==> src/rtl/alu_seq_if.sv <==
// Request/response bundle for alu_seq: operands and opcode in, registered result and flags out.
interface alu_seq_if #(
  parameter int unsigned WIDTH = 16
);
  logic             in_valid;
  logic             in_ready;
  logic [WIDTH-1:0] num_1;
  logic [WIDTH-1:0] num_2;
  logic [3:0]       opcode;
  logic             out_valid;
  logic             out_ready;
  logic [WIDTH-1:0] result;
  logic             zero;
  logic             carry;
  logic             overflow;
  logic             negative;

  // Issuer / writeback side.
  modport master (
    output in_valid, num_1, num_2, opcode, out_ready,
    input  in_ready, out_valid, result, zero, carry, overflow, negative
  );

  // ALU side.
  modport slave (
    input  in_valid, num_1, num_2, opcode, out_ready,
    output in_ready, out_valid, result, zero, carry, overflow, negative
  );
endinterface

==> src/rtl/alu_seq.sv <==
// Handshaked ALU: single-cycle arithmetic/logic ops, iterative variable shifts and
// shift-add multiply. One operation in flight; result held until the consumer takes it.
module alu_seq #(
  parameter int unsigned WIDTH = 16,
  parameter int unsigned SHW   = $clog2(WIDTH)
) (
  input logic      clk,
  input logic      rst_n,
  alu_seq_if.slave bus
);

  localparam logic [3:0] OpAdd = 4'h0;
  localparam logic [3:0] OpSub = 4'h1;
  localparam logic [3:0] OpAnd = 4'h2;
  localparam logic [3:0] OpOr  = 4'h3;
  localparam logic [3:0] OpXor = 4'h4;
  localparam logic [3:0] OpNot = 4'h5;
  localparam logic [3:0] OpShl = 4'h6;
  localparam logic [3:0] OpShr = 4'h7;
  localparam logic [3:0] OpMul = 4'h8;

  // count must hold WIDTH itself for the multiply, hence one extra bit.
  localparam logic [SHW:0] CntOne   = (SHW + 1)'(1);
  localparam logic [SHW:0] MulCount = (SHW + 1)'(WIDTH);

  typedef enum logic [1:0] {StIdle, StBusy, StDone} state_e;

  state_e               state;
  logic [3:0]           op;
  logic [SHW:0]         count;
  logic [WIDTH-1:0]     work;   // operand being shifted, or remaining multiplier bits
  logic [2*WIDTH-1:0]   mcand;
  logic [2*WIDTH-1:0]   acc;
  logic                 out_valid;
  logic [WIDTH-1:0]     result;
  logic                 zero;
  logic                 carry;
  logic                 overflow;
  logic                 negative;

  logic [WIDTH:0]       sum;
  logic [WIDTH:0]       diff;
  logic [SHW-1:0]       amt;
  logic [WIDTH-1:0]     alu_res;
  logic                 alu_c;
  logic                 alu_v;
  logic [2*WIDTH-1:0]   acc_next;
  logic [WIDTH-1:0]     step_res;
  logic                 step_c;

  assign bus.in_ready  = rst_n && (state == StIdle);
  assign bus.out_valid = out_valid;
  assign bus.result    = result;
  assign bus.zero      = zero;
  assign bus.carry     = carry;
  assign bus.overflow  = overflow;
  assign bus.negative  = negative;

  // Single-cycle result and flags straight from the request inputs.
  always_comb begin
    sum     = {1'b0, bus.num_1} + {1'b0, bus.num_2};
    diff    = {1'b0, bus.num_1} - {1'b0, bus.num_2};
    amt     = bus.num_2[SHW-1:0];
    alu_res = '0;
    alu_c   = 1'b0;
    alu_v   = 1'b0;
    case (bus.opcode)
      OpAdd: begin
        alu_res = sum[WIDTH-1:0];
        alu_c   = sum[WIDTH];
        alu_v   = (bus.num_1[WIDTH-1] == bus.num_2[WIDTH-1]) &&
                  (sum[WIDTH-1] != bus.num_1[WIDTH-1]);
      end
      OpSub: begin
        alu_res = diff[WIDTH-1:0];
        alu_c   = diff[WIDTH];  // borrow: zero-extended difference went negative
        alu_v   = (bus.num_1[WIDTH-1] != bus.num_2[WIDTH-1]) &&
                  (diff[WIDTH-1] != bus.num_1[WIDTH-1]);
      end
      OpAnd:        alu_res = bus.num_1 & bus.num_2;
      OpOr:         alu_res = bus.num_1 | bus.num_2;
      OpXor:        alu_res = bus.num_1 ^ bus.num_2;
      OpNot:        alu_res = ~bus.num_1;
      OpShl, OpShr: alu_res = bus.num_1;  // only reached here for a zero shift amount
      default:      alu_res = '0;
    endcase
  end

  // One iteration of the current multi-cycle op.
  always_comb begin
    acc_next = acc + (work[0] ? mcand : '0);
    step_res = '0;
    step_c   = 1'b0;
    if (op == OpMul) begin
      step_res = acc_next[WIDTH-1:0];
      step_c   = |acc_next[2*WIDTH-1:WIDTH];
    end else if (op == OpShl) begin
      step_res = {work[WIDTH-2:0], 1'b0};
      step_c   = work[WIDTH-1];
    end else begin
      step_res = {1'b0, work[WIDTH-1:1]};
      step_c   = work[0];
    end
  end

  // Control FSM with registered result, flags and out_valid.
  always_ff @(posedge clk) begin
    if (!rst_n) begin
      state     <= StIdle;
      op        <= '0;
      count     <= '0;
      work      <= '0;
      mcand     <= '0;
      acc       <= '0;
      out_valid <= 1'b0;
      result    <= '0;
      zero      <= 1'b0;
      carry     <= 1'b0;
      overflow  <= 1'b0;
      negative  <= 1'b0;
    end else begin
      case (state)
        StIdle: begin
          if (bus.in_valid) begin
            op <= bus.opcode;
            if ((bus.opcode == OpShl || bus.opcode == OpShr) && amt != '0) begin
              count <= {1'b0, amt};
              work  <= bus.num_1;
              state <= StBusy;
            end else if (bus.opcode == OpMul) begin
              count <= MulCount;
              work  <= bus.num_2;
              mcand <= {{WIDTH{1'b0}}, bus.num_1};
              acc   <= '0;
              state <= StBusy;
            end else begin
              result    <= alu_res;
              carry     <= alu_c;
              overflow  <= alu_v;
              zero      <= (alu_res == '0);
              negative  <= alu_res[WIDTH-1];
              out_valid <= 1'b1;
              state     <= StDone;
            end
          end
        end
        StBusy: begin
          count <= count - CntOne;
          if (op == OpMul) begin
            acc   <= acc_next;
            mcand <= mcand << 1;
            work  <= work >> 1;
          end else begin
            work <= step_res;
          end
          if (count == CntOne) begin
            result    <= step_res;
            carry     <= step_c;
            overflow  <= 1'b0;
            zero      <= (step_res == '0);
            negative  <= step_res[WIDTH-1];
            out_valid <= 1'b1;
            state     <= StDone;
          end
        end
        StDone: begin
          if (bus.out_ready) begin
            out_valid <= 1'b0;
            state     <= StIdle;
          end
        end
        default: state <= StIdle;
      endcase
    end
  end

endmodule

==> src/flat_wrapper.sv <==
// flat-port wrapper written by rule: the top's interface ports become plain ports
module alu_seq_flat 
#(
  parameter int unsigned WIDTH = 16,
  parameter int unsigned SHW   = $clog2(WIDTH)
)
  (clk, rst_n, bus_in_valid, bus_num_1, bus_num_2, bus_opcode, bus_out_ready, bus_in_ready, bus_out_valid, bus_result, bus_zero, bus_carry, bus_overflow, bus_negative);
  alu_seq_if #(.WIDTH(WIDTH)) bus_i ();
  input logic clk;
  input logic rst_n;
  input wire logic [$bits(bus_i.in_valid)-1:0] bus_in_valid;
  input wire logic [$bits(bus_i.num_1)-1:0] bus_num_1;
  input wire logic [$bits(bus_i.num_2)-1:0] bus_num_2;
  input wire logic [$bits(bus_i.opcode)-1:0] bus_opcode;
  input wire logic [$bits(bus_i.out_ready)-1:0] bus_out_ready;
  output wire logic [$bits(bus_i.in_ready)-1:0] bus_in_ready;
  output wire logic [$bits(bus_i.out_valid)-1:0] bus_out_valid;
  output wire logic [$bits(bus_i.result)-1:0] bus_result;
  output wire logic [$bits(bus_i.zero)-1:0] bus_zero;
  output wire logic [$bits(bus_i.carry)-1:0] bus_carry;
  output wire logic [$bits(bus_i.overflow)-1:0] bus_overflow;
  output wire logic [$bits(bus_i.negative)-1:0] bus_negative;
  assign bus_i.in_valid = bus_in_valid;
  assign bus_i.num_1 = bus_num_1;
  assign bus_i.num_2 = bus_num_2;
  assign bus_i.opcode = bus_opcode;
  assign bus_i.out_ready = bus_out_ready;
  assign bus_in_ready = bus_i.in_ready;
  assign bus_out_valid = bus_i.out_valid;
  assign bus_result = bus_i.result;
  assign bus_zero = bus_i.zero;
  assign bus_carry = bus_i.carry;
  assign bus_overflow = bus_i.overflow;
  assign bus_negative = bus_i.negative;
  alu_seq #(.WIDTH(WIDTH), .SHW(SHW)) u_core (.clk(clk), .rst_n(rst_n), .bus(bus_i));
endmodule
==> config.mk <==
export PLATFORM = sky130hd
export DESIGN_NAME = alu_seq_flat
export DESIGN_NICKNAME = d
export VERILOG_FILES = /design/src/rtl/alu_seq_if.sv /design/src/rtl/alu_seq.sv /design/src/flat_wrapper.sv
export SDC_FILE = /design/constraint.sdc
export NUM_CORES = 1
export LEC_CHECK = 0
export CORE_AREA = 2 2 236 145
export CTS_CLUSTER_SIZE = 14
export DETAILED_ROUTE_END_ITERATION = 7
export DIE_AREA = 0 0 238 147
export GPL_TIMING_DRIVEN = 0
export PLACE_DENSITY_LB_ADDON = 0.05
export SLEW_MARGIN = 10
export SYNTH_ARGS = -nofsm -noshare
export SYNTH_HDL_FRONTEND = slang
export SYNTH_SLANG_ARGS = --single-unit
==> constraint.sdc <==
create_clock -name clk -period 4.6 [get_ports clk]
set_clock_uncertainty 0.1 [all_clocks]
set_input_delay 0.92 -clock clk [delete_from_list [all_inputs] [get_ports clk]]
set_output_delay 0.92 -clock clk [all_outputs]
set_load 0.02 [all_outputs]
==> results.md, run 1 <==
* Maximum number of pins on one net before global-route repair at 19
* Final Hold Slack at 358 ps
* Share of the cycle needed by the critical path after routing at between 90% and 100%
* DRC viols at 0
* Critical path buffers and inverters at 2
* Post-synthesis async set-or-reset flop share at 0%
* Floorplan die height at ~150 um
* Number of pins exceeding their max-slew limit in the final report at 0
* Worst Setup End Kind: register
* Cell with the largest stage delay on the worst path: sky130_fd_sc_hd__or4_1
* Core area at 33100 sq um
* Headroom to the max-slew limit at 28.6%
* Data required time of the critical path at around 4800 ps
* Fraction of layout cells with a size suffix above 1 at a little under 7%
* Most frequently used flop master after synthesis: sky130_fd_sc_hd__dfxtp_1
* Final setup violation count at 0
* Total Routing Usage GR at between 20% and 30%
* Post-detailed-route count of antenna-violating nets at 0
* Standard-cell rows at 52
* Clock-pin slew reported for the worst setup and hold paths after clock tree synthesis at ~80 ps
* Mapped Cells at between 1000 and 1500
* Type of the worst setup path: in -> reg
* Clock Sink Count at around 110
* HP Class: reg -> reg
* Portion of the post-synthesis area used by sequential elements at a little under a quarter
* Inserted Clock Buffers at 9
* P_leak at ~4.3 nW
* Die footprint at about 35000 sq um
* Count of pins on the block boundary at 62
* Layout net count at ~1500
* Maxcap violations at 0
* Global-route wire length before repair at around 61 mm
* Cell variety after synth at roughly 90
* Delay of the slowest cell on the worst path at 660 ps
* YS warnings at 0
* Skew-Pair Late Insertion Delay at 390 ps
* Detailed-routing iteration count for the pre-antenna-repair pass at 5
* Power per unit of standard cell area at around 240 nW/um^2
* Clock root buffer: sky130_fd_sc_hd__clkbuf_16
* Number of vias after detailed routing at around 10000
* Iteration-0 DRC Markers at ~1000
* Clock tree buffer depth at 2
* Setup Total Neg Slack at 0 ps
* Cell count after placement at around 1800
* Max FO, Critical Path at 9
* Die width at around 240 um
* Vias/cell at 5.61
* Mapped cell area at 9760 sq um
* Mean post-synth cell area at about 7.4 sq um
* Flop and latch count out of synthesis at approximately 110
* Peak clock frequency supported by timing at 0.222 GHz
* Cell-by-cell trace of the critical path: clkdlybuf4s50_1 > inv_1 > ha_1 > o21ai_0 > o21ai_1 > a41oi_2 > a21oi_1 > o221ai_1 > nand2_1 > o211ai_1 > or4_1 > o32ai_2
* Count of flip-flops with a built-in enable after synthesis at 0
* HPWL after DPL at about 32 mm
* Slew at the pin closest to its max-slew limit at between 1000 and 1500 ps
* Post-route minimum period at around 4500 ps
* Syn nets at between 1000 and 1500
* Grt total ovfl at 0
* Worst vdd rail ir drop at ~0.21 mV
* Routability-driven placement congestion ratio at just under 0.9
* Ant. Diodes at 0
* Routed wire per std cell at roughly 22 um
* Run status: completed
* CP arrival at 4700 ps
* Final Hold Violating Endpoints at 0
* Number of hold-repair buffers added at the cts stage at 0
* Via count of the first global-routing pass at about 9600
* H-Tree Level Count at 3
* Kind of start point of the critical path: input port
* Effective utilization at floorplan at between 20% and 30%
* CTS tree: built
* CP top delay family: compound AO/OA/AOI/OAI gates
* Post-route insts no fill at about 1800
* Area Growth Syn to Fin at 16.6%
* Count of buffers from port buffering at between 50 and 60
* Initial antenna violation count at 0
* Overall routed net length at around 40 mm
[power by group]
part	internal, mW	leakage [nW]	switching, mW
sequential	0.997	0.899	0.0302
clock	0.497	0.159	0.428
combinational	0.282	3.29	0.511
[placed cells by master (no fill, tap or decap), drive strengths merged, types with 6 or more instances in the layout]
cell           count
o21ai             73
a31oi              7
a221o              7
nor4b              7
o21bai            13
a211oi            37
nor2             136
inv               68
o21a              10
a21o              17
a21oi            148
xor2               6
a22oi             33
buf               25
nor3              21
or3                6
nor3b              6
nand2b            14
nor4               9
clkbuf            79
dfxtp            111
nor2b              7
nand3             31
nand4              7
ha                87
clkdlybuf4s50     55
a2bb2oi           10
xnor2             22
nand2            129
mux2i             23
o211ai            31
and2              40
o22ai             14
[synthesized netlist by cell type (all sizes together) (4+ instances only)]
| master | number | area share (%) |
|---|---|---|
| o31ai | 5 | 0.38 |
| a2111oi | 5 | 0.54 |
| a21oi | 148 | 7.7 |
| o211ai | 31 | 2.4 |
| a221o | 7 | 0.72 |
| inv | 66 | 2.5 |
| a22oi | 33 | 2.5 |
| nor2b | 7 | 0.45 |
| a22o | 5 | 0.45 |
| nor4 | 9 | 0.64 |
| nor2 | 136 | 5.2 |
| o21bai | 13 | 1.1 |
| ha | 87 | 11 |
| mux2 | 4 | 0.46 |
| nand2b | 14 | 0.90 |
| o221ai | 5 | 0.45 |
| nor3b | 6 | 0.46 |
| xor2 | 6 | 0.54 |
| and3 | 4 | 0.26 |
| a311oi | 5 | 0.51 |
| dfxtp | 111 | 23 |
| o22ai | 14 | 0.90 |
| nand2 | 129 | 5.0 |
| a221oi | 4 | 0.42 |
| a2bb2oi | 10 | 0.90 |
| or3 | 6 | 0.38 |
| o21ai | 73 | 3.8 |
| xnor2 | 22 | 2.0 |
| a31oi | 7 | 0.45 |
| mux2i | 23 | 2.4 |
| a211oi | 37 | 3.0 |
| buf | 20 | 1.4 |
| nor4b | 7 | 0.78 |
| clkbuf | 71 | 2.8 |
| o21a | 10 | 0.77 |
| nand4 | 7 | 0.45 |
| nand3b | 4 | 0.35 |
| o31a | 4 | 0.36 |
| and2 | 40 | 2.6 |
| a21o | 17 | 1.3 |
| nor3 | 21 | 1.2 |
| nand3 | 31 | 1.6 |
| a211o | 4 | 0.36 |
[through the flow]
step	setup slack [ps]	utilization [%]	instance area (sq um)	power [mW]
after global placement	-1050	33.0	10900	1.81
after CTS	31.1	34.2	11300	2.75
final	105	34.4	11400	2.74
after detailed placement	-1040	33.0	10900	1.81
after global routing	-11.7	34.4	11400	2.88
after floorplan	757	-	9760	1.51
[per-layer routing]
layer	GRT usage [%]	part of all wire, %
met1	39.8	57
met2	29.4	36
met3	3.85	6.4
met4	3.50	0.73
met5	0	0
[sequential cells by signal (all words and copies together), names as in the netlist]
name / flops
u_core.mcand: 32
u_core.bus.zero: 1
u_core.bus.out_valid: 1
u_core.bus.carry: 1
u_core.acc: 32
u_core.work: 16
u_core.bus.overflow: 1
u_core.count: 5
u_core.bus.result: 16
u_core.op: 4
u_core.state: 2
[worst paths after layout]
| path | cells after the start | to | slack (ps) | start |
|---|---|---|---|---|
| hold reg to reg | 2 | u_core.bus.result[1] | 360 | u_core.bus.result[1] |
| setup / recovery | 12 | u_core.bus.zero | 100 | bus_num_2[3] |
| hold / removal | 2 | u_core.bus.result[1] | 360 | u_core.bus.result[1] |
| setup reg to reg | 15 | u_core.bus.carry | 130 | u_core.work[0] |
[worst reg2reg max path, delay by kind of cell (launching register included)]
family,cells,cell delay (ps)
buffers and inverters,2,410
adder cells (fa/ha/maj),2,740
AND/OR/NAND/NOR,5,1570
flip-flops,1,410
XOR/XNOR,1,170
AO/OA/AOI/OAI,5,970
[final cells by class]
type                    instances  area, sq um
plain buffers                  89          407
clock inverters                 6         90.1
repair buffers                 64          628
flip-flops and latches        111         2220
clock buffers                  10          239
well taps                     432          541
inverters                      67          251
fillers                      3559        21700
multi-input cells            1042         7000
[cell families after synthesis]
logic type / synth area share, %
AO/OA/AOI/OAI: 31.8
AND/OR/NAND/NOR: 21.4
buffers and inverters: 6.77
flip-flops: 22.8
adder cells (fa/ha/maj): 11.8
XOR/XNOR: 2.51
multiplexers: 3.05
[repair_timing]
| item | in CTS | in global routing |
|---|---|---|
| buffers inserted | 3 | 1 |
| resized for setup | 17 | 18 |
| pin swaps | 2 | 3 |
| setup endpoints to repair | 4 | 27 |
Note: power is estimated with default switching activity, not from simulation.
==> run 2, diff against run 1 <==
TNS_END_PERCENT = 50   (was not set)
==> run 2 against run 1 <==
Register-to-register slack hardly changed; flip-flop and latch count stayed put; die area stayed put; core utilization hardly changed; total power hardly changed; critical path type unchanged; largest cell class unchanged; largest power group unchanged.
==> results.md, run 2 (synthesis gave the netlist of run 1 again) <==
* Run status: completed (unchanged)
* Amount of wire on met2 after detailed routing at 14.3 mm (about the same)
* Skew-Pair Late Insertion Delay at 390 ps (about the same)
* Worst vdd rail ir drop at 0.208 mV (about the same)
* Hold Crit Depth at 2 (unchanged)
* Share of the cycle needed by the critical path after routing at 97.7% (about the same)
* Post-detailed-route count of antenna-violating nets at 0 (unchanged)
* Clock root buffer: sky130_fd_sc_hd__clkbuf_16 (unchanged)
* Effective utilization at floorplan at 29.5% (unchanged)
* Overall routed net length at 40.1 mm (about the same)
* Maxcap violations at 0 (unchanged)
* Die width at 238 um (unchanged)
* Total Routing Usage GR at 23.3% (unchanged)
* Met3 Wirelength at 2.52 mm (was 2.55 mm)
* HPWL after DPL at 32.4 mm (unchanged)
* CTS tree: built (unchanged)
* Highest Signal Layer: met4 (unchanged)
* Grt total ovfl at 0 (unchanged)
* Data required time of the critical path at 4800 ps (about the same)
* Power per unit of standard cell area at 241 nW/um^2 (about the same)
* Area Growth Syn to Fin at 16.6% (about the same)
* Final setup violation count at 0 (unchanged)
* Final core utilization at 34.4% (about the same)
* Max FO, Critical Path at 9 (unchanged)
* H-Tree Level Count at 3 (unchanged)
* Cell-by-cell trace of the critical path: clkdlybuf4s50_1 > inv_1 > ha_1 > o21ai_0 > o21ai_1 > a41oi_2 > a21oi_1 > o221ai_1 > nand2_1 > o211ai_1 > or4_1 > o32ai_2 (unchanged)
* Detailed-routing iteration count for the pre-antenna-repair pass at 5 (unchanged)
* Routed metal-1 wirelength at 23.0 mm (was 22.9 mm)
* Slew at the pin closest to its max-slew limit at 1060 ps (unchanged)
* Number of pins exceeding their max-slew limit in the final report at 0 (unchanged)
* Global-route wire length before repair at 61.5 mm (unchanged)
* Worst Setup End Kind: register (unchanged)
* Ant. Diodes at 0 (unchanged)
* Vias/cell at 5.60 (was 5.61)
* Clock-pin slew reported for the worst setup and hold paths after clock tree synthesis at 80 ps (about the same)
* Floorplan die height at 147 um (unchanged)
* Final Hold Violating Endpoints at 0 (unchanged)
* Routed wire per std cell at 22.0 um (about the same)
* Headroom to the max-slew limit at 28.6% (unchanged)
* Commonest non-fill, non-tap cell in the layout: sky130_fd_sc_hd__a21oi_1 (unchanged)
* Routability-driven placement congestion ratio at 0.866 (unchanged)
* RSZ-0062 raised after global routing: true
* Peak clock frequency supported by timing at 0.222 GHz (about the same)
* Core area at 33100 sq um (unchanged)
* DRC viols at 0 (unchanged)
* Maximum number of pins on one net before global-route repair at 19 (unchanged)
* HP Class: reg -> reg (unchanged)
* Clock tree buffer depth at 2 (unchanged)
* Total power draw at 2.74 mW (about the same)
* Layout net count at 1514 (unchanged)
* Iteration-0 DRC Markers at 1047 (unchanged)
* Die footprint at 35000 sq um (unchanged)
* Inserted Clock Buffers at 9 (unchanged)
* Via count of the first global-routing pass at 9628 (unchanged)
* Count of pins on the block boundary at 62 (unchanged)
* Count of buffers from port buffering at 59 (unchanged)
* Delay of the slowest cell on the worst path at 660 ps (about the same)
* Top flop regs: u_core.acc: 32 flops, u_core.mcand: 32 flops (unchanged)
* CP arrival at 4700 ps (about the same)
* Type of the worst setup path: in -> reg (unchanged)
* Initial antenna violation count at 0 (unchanged)
* P_leak at 4.34 nW (was 4.35 nW)
* Number of hold-repair buffers added at the cts stage at 0 (unchanged)
* Worst R2R Path Depth at 15 (unchanged)
* Post-route minimum period at 4500 ps (about the same)
* Commonest cells after routing, fill and taps aside: sky130_fd_sc_hd__a21oi_1 (142), sky130_fd_sc_hd__nor2_1 (136), sky130_fd_sc_hd__nand2_1 (129) (unchanged)
* Fraction of layout cells with a size suffix above 1 at 6.77% (was 6.84%)
* Number of vias after detailed routing at 10204 (was 10209)
* FILL cells at 3557 (was 3559)
* Cell with the largest stage delay on the worst path: sky130_fd_sc_hd__or4_1 (unchanged)
* Kind of start point of the critical path: input port (unchanged)
* Standard-cell rows at 52 (unchanged)
* Clock Sink Count at 111 (unchanged)
[run 2: cell types whose count changed in the layout (fill, tap and decap cells not counted)]
cell	before	now
sky130_fd_sc_hd__clkbuf_2	4	3
sky130_fd_sc_hd__clkbuf_1	64	65
[run 2: path summary, 6_finish.rpt]
path                         from              endpoint  slack (ps)
max                  bus_num_2[3]       u_core.bus.zero         100
min          u_core.bus.result[1]  u_core.bus.result[1]         360
max reg2reg        u_core.work[0]      u_core.bus.carry         130
min reg2reg  u_core.bus.result[1]  u_core.bus.result[1]         360
[run 2: cell type report]
type	instances	area [sq um]	share of cell area (%)
clock inverters	6	90.1	0.792
well taps	432	541	4.75
plain buffers	89	405	3.56
repair buffers	64	628	5.52
flip-flops and latches	111	2220	19.5
clock buffers	10	239	2.10
multi-input cells	1042	7000	61.5
inverters	67	251	2.21
[run 2: what timing repair did]
action / 4_1_cts / 5_1_grt
gates resized for setup: 17 / 16
setup endpoints to repair: 4 / 27
buffers inserted: 3 / 1
pin swaps: 2 / 3
[run 2: stage by stage]
stage	setup TNS, ps	cells	hold WS (ps)	instance area [sq um]	worst slack, ps
6_report	0	1821	358	11400	105
5_1_grt	-16.2	1821	373	11400	-11.7
4_1_cts	0	1822	362	11300	31.1
3_5_place_dp	-7300	1803	348	10900	-1040
3_3_place_gp	-8250	1802	349	10900	-1050
2_1_floorplan	0	1311	332	9760	757
[run 2: critical path: cells and delay by family]
family,cells,cell delay [ps]
adder cells (fa/ha/maj),1,480
buffers and inverters,2,770
AO/OA/AOI/OAI,7,1770
AND/OR/NAND/NOR,2,760
[run 2: power breakdown]
group / internal, mW / leakage (nW) / total [mW] / switching [mW]
Combinational: 0.282 / 3.29 / 0.793 / 0.511
Sequential: 0.997 / 0.899 / 1.03 / 0.0302
Clock: 0.497 / 0.159 / 0.924 / 0.428
Total: 1.78 / 4.34 / 2.74 / 0.968
[run 2: metal layers]
layer / global-route usage, % / vias to the layer above
met5: 0 / -
met4: 3.50 / 0
met3: 3.85 / 23
met2: 29.4 / 361
met1: 39.8 / 4926
li1: - / 4894
